$ cat src/rtl/mul_seq.sv
// Iterative shift-add multiplier for the execute stage.
//
// A MUL in E is captured in IDLE, then RUN consumes RADIX_BITS multiplier
// bits per cycle until the remaining multiplier is zero or all steps are
// used. DONE holds the low XLEN bits of the product until M accepts it.
//
// Ports:
//   clk, rst    clock (rising edge) and asynchronous active-high reset
//   E_mul       a MUL occupies the E stage
//   E_a, E_b    multiplicand and multiplier after forwarding
//   E_rd        destination register of the MUL
//   flush       branch flush; aborts any operation in flight
//   out_ready   M stage accepts a result this cycle
//   stall       freeze F/D/E pipeline registers
//   busy        sequencer is not idle
//   M_valid     result transferred to M this cycle
//   M_result    low XLEN bits of E_a*E_b
//   M_rd        destination register of the result
module mul_seq #(
  parameter int unsigned XLEN       = 32,
  parameter int unsigned RADIX_BITS = 1
) (
  input  logic            clk,
  input  logic            rst,
  input  logic            E_mul,
  input  logic [XLEN-1:0] E_a,
  input  logic [XLEN-1:0] E_b,
  input  logic [4:0]      E_rd,
  input  logic            flush,
  input  logic            out_ready,
  output logic            stall,
  output logic            busy,
  output logic            M_valid,
  output logic [XLEN-1:0] M_result,
  output logic [4:0]      M_rd
);

  localparam int unsigned Steps = XLEN / RADIX_BITS;
  localparam int unsigned CntW  = $clog2(Steps + 1);

  typedef enum logic [1:0] {StIdle, StRun, StDone} state_e;

  state_e state_q, state_d;

  logic [XLEN-1:0] acc_q, mcand_q, mplier_q;
  logic [4:0]      rd_q;
  logic [CntW-1:0] cnt_q;

  logic [XLEN-1:0] partial, acc_step, mcand_step, mplier_step;
  logic [CntW-1:0] cnt_step;

  // Product of mcand and the low RADIX_BITS multiplier digit, mod 2^XLEN.
  always_comb begin
    partial = '0;
    for (int i = 0; i < RADIX_BITS; i++) begin
      if (mplier_q[i]) partial = partial + (mcand_q << i);
    end
  end

  assign acc_step    = acc_q + partial;
  assign mcand_step  = mcand_q << RADIX_BITS;
  assign mplier_step = mplier_q >> RADIX_BITS;
  assign cnt_step    = cnt_q - 1'b1;

  // State register
  always_ff @(posedge clk or posedge rst) begin
    if (rst) state_q <= StIdle;
    else     state_q <= state_d;
  end

  // Next-state logic; flush overrides every transition.
  always_comb begin
    state_d = state_q;
    case (state_q)
      StIdle: begin
        if (E_mul) state_d = (E_b == '0) ? StDone : StRun;
      end
      StRun: begin
        if (mplier_step == '0 || cnt_step == '0) state_d = StDone;
      end
      StDone: begin
        if (out_ready) state_d = StIdle;
      end
      default: state_d = StIdle;
    endcase
    if (flush) state_d = StIdle;
  end

  // Datapath registers
  always_ff @(posedge clk or posedge rst) begin
    if (rst) begin
      acc_q    <= '0;
      mcand_q  <= '0;
      mplier_q <= '0;
      rd_q     <= '0;
      cnt_q    <= '0;
    end else if (!flush) begin
      if (state_q == StIdle && E_mul) begin
        acc_q    <= '0;
        mcand_q  <= E_a;
        mplier_q <= E_b;
        rd_q     <= E_rd;
        cnt_q    <= CntW'(Steps);
      end else if (state_q == StRun) begin
        acc_q    <= acc_step;
        mcand_q  <= mcand_step;
        mplier_q <= mplier_step;
        cnt_q    <= cnt_step;
      end
    end
  end

  // Outputs. The MUL leaves E exactly on the transfer edge.
  always_comb begin
    busy     = (state_q != StIdle);
    M_valid  = (state_q == StDone) && out_ready && !flush;
    stall    = E_mul && !((state_q == StDone) && out_ready);
    M_result = acc_q;
    M_rd     = rd_q;
  end

endmodule

$ cat config.mk
export PLATFORM = sky130hd
export DESIGN_NAME = mul_seq
export DESIGN_NICKNAME = d
export VERILOG_FILES = /design/src/rtl/mul_seq.sv
export SDC_FILE = /design/constraint.sdc
export NUM_CORES = 1
export LEC_CHECK = 0
export ABC_AREA = 0
export BUFFER_PORTS_ARGS = -buffer_cell sky130_fd_sc_hd__buf_2
export CAP_MARGIN = 40
export CORE_MARGIN = 1.5
export CORE_UTILIZATION = 30
export CTS_CLUSTER_DIAMETER = 120
export DETAILED_ROUTE_END_ITERATION = 8
export PLACE_DENSITY = 0.57
export SLEW_MARGIN = 30
export SYNTH_ARGS = -nofsm -noshare
export SYNTH_HDL_FRONTEND = slang
export SYNTH_SLANG_ARGS = --single-unit
$ cat constraint.sdc
create_clock -name clk -period 8.95 [get_ports clk]
set_clock_uncertainty 0.2 [all_clocks]
set_input_delay 0.895 -clock clk [delete_from_list [all_inputs] [get_ports clk]]
set_output_delay 0.895 -clock clk [all_outputs]
set_load 0.02 [all_outputs]
==> impl_metrics.csv <==
group,metric,value,unit
grt,grt_pass1_wl,29830,um
clock_tree,htreeDepth,3,
grt,grt_usage,0.1564,
drt,drc,0,
worst_hold_path,hp-class,"reg2reg",
worst_hold_path,holdPathStages,2,
finish,drive_gt1_frac,0.1714,
timing,maxSlewViolCount,0,
timing,rsz0062_at_grt,"false",
die,design.die.area,23740,um^2
die,die_h,154.1,um
finish,area_delta_synth_final,17.52,%
clock_tree,cts_resized,0,
synthesis,synth.distinct_cells,60,
clock_tree,clock_path_buffers,2,
clock_tree,cts_made_buffers,9,
die,die_width,154.1,um
timing,fin_ws,5.626,ns
power,pwr-share-comb,0.414,
timing,tightest_slew,0.6559,ns
power,switching_share,0.4283,
place,gp_congestion,0.8594,
grt,grt_max_degree,93,
drt,routed_wl,18160,um
grt,grt.overflow.total,0,
critical_path,max_stage_delay,0.64,ns
finish,n_antenna_cell,0,
timing,holdWs,0.2763,ns
synthesis,synth_seq_area_share,0.3983,
clock_tree,cts_hold_buffers,0,
synthesis,synth.net_count,886,
clock_tree,clock_sinks,109,
critical_path,worst-path-buf-inv,2,
finish,fin_area,8048,um^2
drt,dr.pass1.iters,5,
timing,setup_viol,0,
place,dpl-instance-area,7694,um^2
die,initial_core_util,0.3043,
power,p_int,1.247,mW
critical_path,crit_family,"compound AO/OA/AOI/OAI gates",
clock_tree,post_cts_buffers,0,
power,seqPwrFrac,0.396,
critical_path,cp_num_cells,12,
power,power.clock.fraction,0.190,
critical_path,critPathMaxFanout,20,
drt,drt-wirelength-per-cell,15.65,um
drt,viasPerCell,5.046,
critical_path,cp-start-kind,"flop",
timing,fmax,300.9,MHz
power,p_per_area,271.0,nW/um^2
power,power.leakage,3.806,nW
critical_path,cp_slowest_cell,"dfrtp_1",
synthesis,synth.avg_cell_area,8.802,um^2
grt,antenna_found_initial,1,
status,status,"finished, final reports clean",
place,post-dp-hpwl,13490,um
synthesis,yosysWarnings,0,
critical_path,crit_arrival,3.38,ns
synthesis,synth-edff-count,0,
power,p_sw,0.9339,mW
synthesis,synth_flop_cell,"dfrtp_1",
timing,fin_crit_sh,0.3714,
synthesis,synthCells,778,
die,io_pins,114,
run,drv_cap,0,
finish,layout.nets,978,
clock_tree,path_clk_slew,0.08,ns
timing,final_hold_viol_count,0,
timing,relSlewSlack,0.5627,
clock_tree,clockRootBuffer,"clkbuf_16",
die,rows,55,
critical_path,reg2reg_depth,12,
timing,fin_setup_tns,0,ns
place,dp_worst_setup_slack,5.423,ns
synthesis,mappedNetlistArea,6848,um^2
critical_path,required,9.01,ns
grt,grt_pass1_vias,5832,
power,peakVddDrop,0.1098,mV
drt,drtAntennaViolNets,0,
critical_path,worstSetupPathType,"reg2reg",
timing,period_needed,3.324,ns
place,port_buffers,113,
synthesis,ys_seq_elements,109,
clock_tree,clock_latency,0.37,ns
synthesis,async_flop_share,1.000,
clock_tree,tritoncts,"built",
critical_path,crit_chain,"buf_8 -> and2_1 -> ha_1 -> inv_1 -> fa_1 -> nor2b_1 -> o211ai_1 -> a21oi_1 -> o2111ai_1 -> a21boi_0 -> o21ai_0 -> a32o_1",
critical_path,worstSetupEndpointType,"flop",
drt,route.vias.total,5853,
drt,dr.first_iter.drc_count,255,
die,core_area,22500,um^2
layout make-up:
class	count	area, um^2
flip-flops and latches	109	2728
clock buffers	9	225.2
repair buffers	123	704.4
multi-input cells	616	3916
clock inverters	7	73.82
well taps	285	356.6
fillers	2335	14460
inverters	11	43.79
sequential cells by signal (all words and copies together), names as in the netlist:
name / cells
mplier_q: 32
M_rd: 5
mcand_q: 32
M_result: 32
cnt_q: 6
state_q: 2
power by group through the flow:
stage / sequential (mW) / combinational (mW) / clock, mW
final: 0.863 / 0.903 / 0.414
after global placement: 0.879 / 0.868 / 0
after CTS: 0.865 / 0.903 / 0.428
after global routing: 0.893 / 1.03 / 0.447
after detailed placement: 0.873 / 0.903 / 0
after floorplan: 0.881 / 0.606 / 0
cells by family (layout without fill, tap and decap cells):
group / after synthesis / in the layout / synth area share
simple gates: 278 / 278 / 0.1968
fa+ha+maj: 34 / 34 / 0.06322
mux: 67 / 67 / 0.09793
flops: 109 / 109 / 0.3983
compound gates: 214 / 214 / 0.1827
buf+inv: 53 / 150 / 0.03161
xor+xnor: 23 / 23 / 0.02942
cell usage after synthesis (all sizes together) (4+ instances only):
cell type / instances / area, um^2
a211oi: 5 / 37.54
mux2i: 67 / 670.6
o21ai: 117 / 585.6
nand4: 8 / 50.05
o21a: 4 / 30.03
xor2: 11 / 96.34
nor3: 13 / 76.33
nor2b: 4 / 25.02
xnor2: 12 / 105.1
buf: 13 / 65.06
o211ai: 4 / 30.03
a21o: 13 / 97.59
nand2: 130 / 488.0
ha: 33 / 412.9
clkbuf: 29 / 110.1
or3: 5 / 31.28
inv: 11 / 41.29
nor2: 27 / 103.9
and3: 6 / 38.79
nand3: 17 / 85.08
and2: 35 / 219.0
nor4: 17 / 106.4
a31oi: 6 / 37.54
dfrtp: 109 / 2728
a21oi: 37 / 192.7
o21bai: 6 / 45.04
o31ai: 6 / 50.05
worst reg2reg max path: stages, from the launching register on:
cell and delay, ns:
dfrtp_1 0.64, buf_8 0.23, and2_1 0.14, ha_1 0.16, inv_1 0.06, fa_1 0.41, nor2b_1 0.18, o211ai_1 0.15
a21oi_1 0.29, o2111ai_1 0.15, a21boi_0 0.26, o21ai_0 0.11, a32o_1 0.26
worst paths after layout:
kind	startpoint	to	slack (ns)
worst max-delay path	mplier_q[0]	M_result[10]	5.63
worst min-delay path	M_rd[0]	M_rd[0]	0.28
worst max register to register	mplier_q[0]	M_result[10]	5.63
worst min register to register	M_rd[0]	M_rd[0]	0.28
max in group asynchronous	rst	M_rd[1]	7.10
min in group asynchronous	rst	mplier_q[27]	0.36
metrics by stage:
stage / std cells / utilization / power [mW]
6_report: 1160 / 0.3576 / 2.181
5_1_grt: 1160 / 0.3576 / 2.369
4_1_cts: 1158 / 0.3552 / 2.196
3_5_place_dp: 1142 / 0.3419 / 1.775
3_3_place_gp: 1139 / 0.3398 / 1.747
2_1_floorplan: 778 / - / 1.488
metal layers:
| layer | vias up | track usage | routed length, um |
|---|---|---|---|
| li1 | 2983 | - | - |
| met1 | 2723 | 0.2079 | 8740 |
| met4 | 2 | 0.04161 | 246 |
| met2 | 129 | 0.2512 | 8129 |
| met5 | - | 0 | 13 |
| met3 | 16 | 0.04115 | 1025 |
cell usage in the layout, fill, tap and decap left out, drive strengths merged, types with 8 or more instances in the layout:
cell type / synthesis / layout
a21o: 13 / 13
a21oi: 37 / 37
and2: 35 / 35
buf: 13 / 123
clkbuf: 29 / 9
dfrtp: 109 / 109
ha: 33 / 33
inv: 11 / 17
mux2i: 67 / 67
nand2: 130 / 130
nand3: 17 / 17
nand4: 8 / 8
nor2: 27 / 27
nor3: 13 / 13
nor4: 17 / 17
o21ai: 117 / 117
xnor2: 12 / 12
xor2: 11 / 11
(Power assumes the default switching activity.)
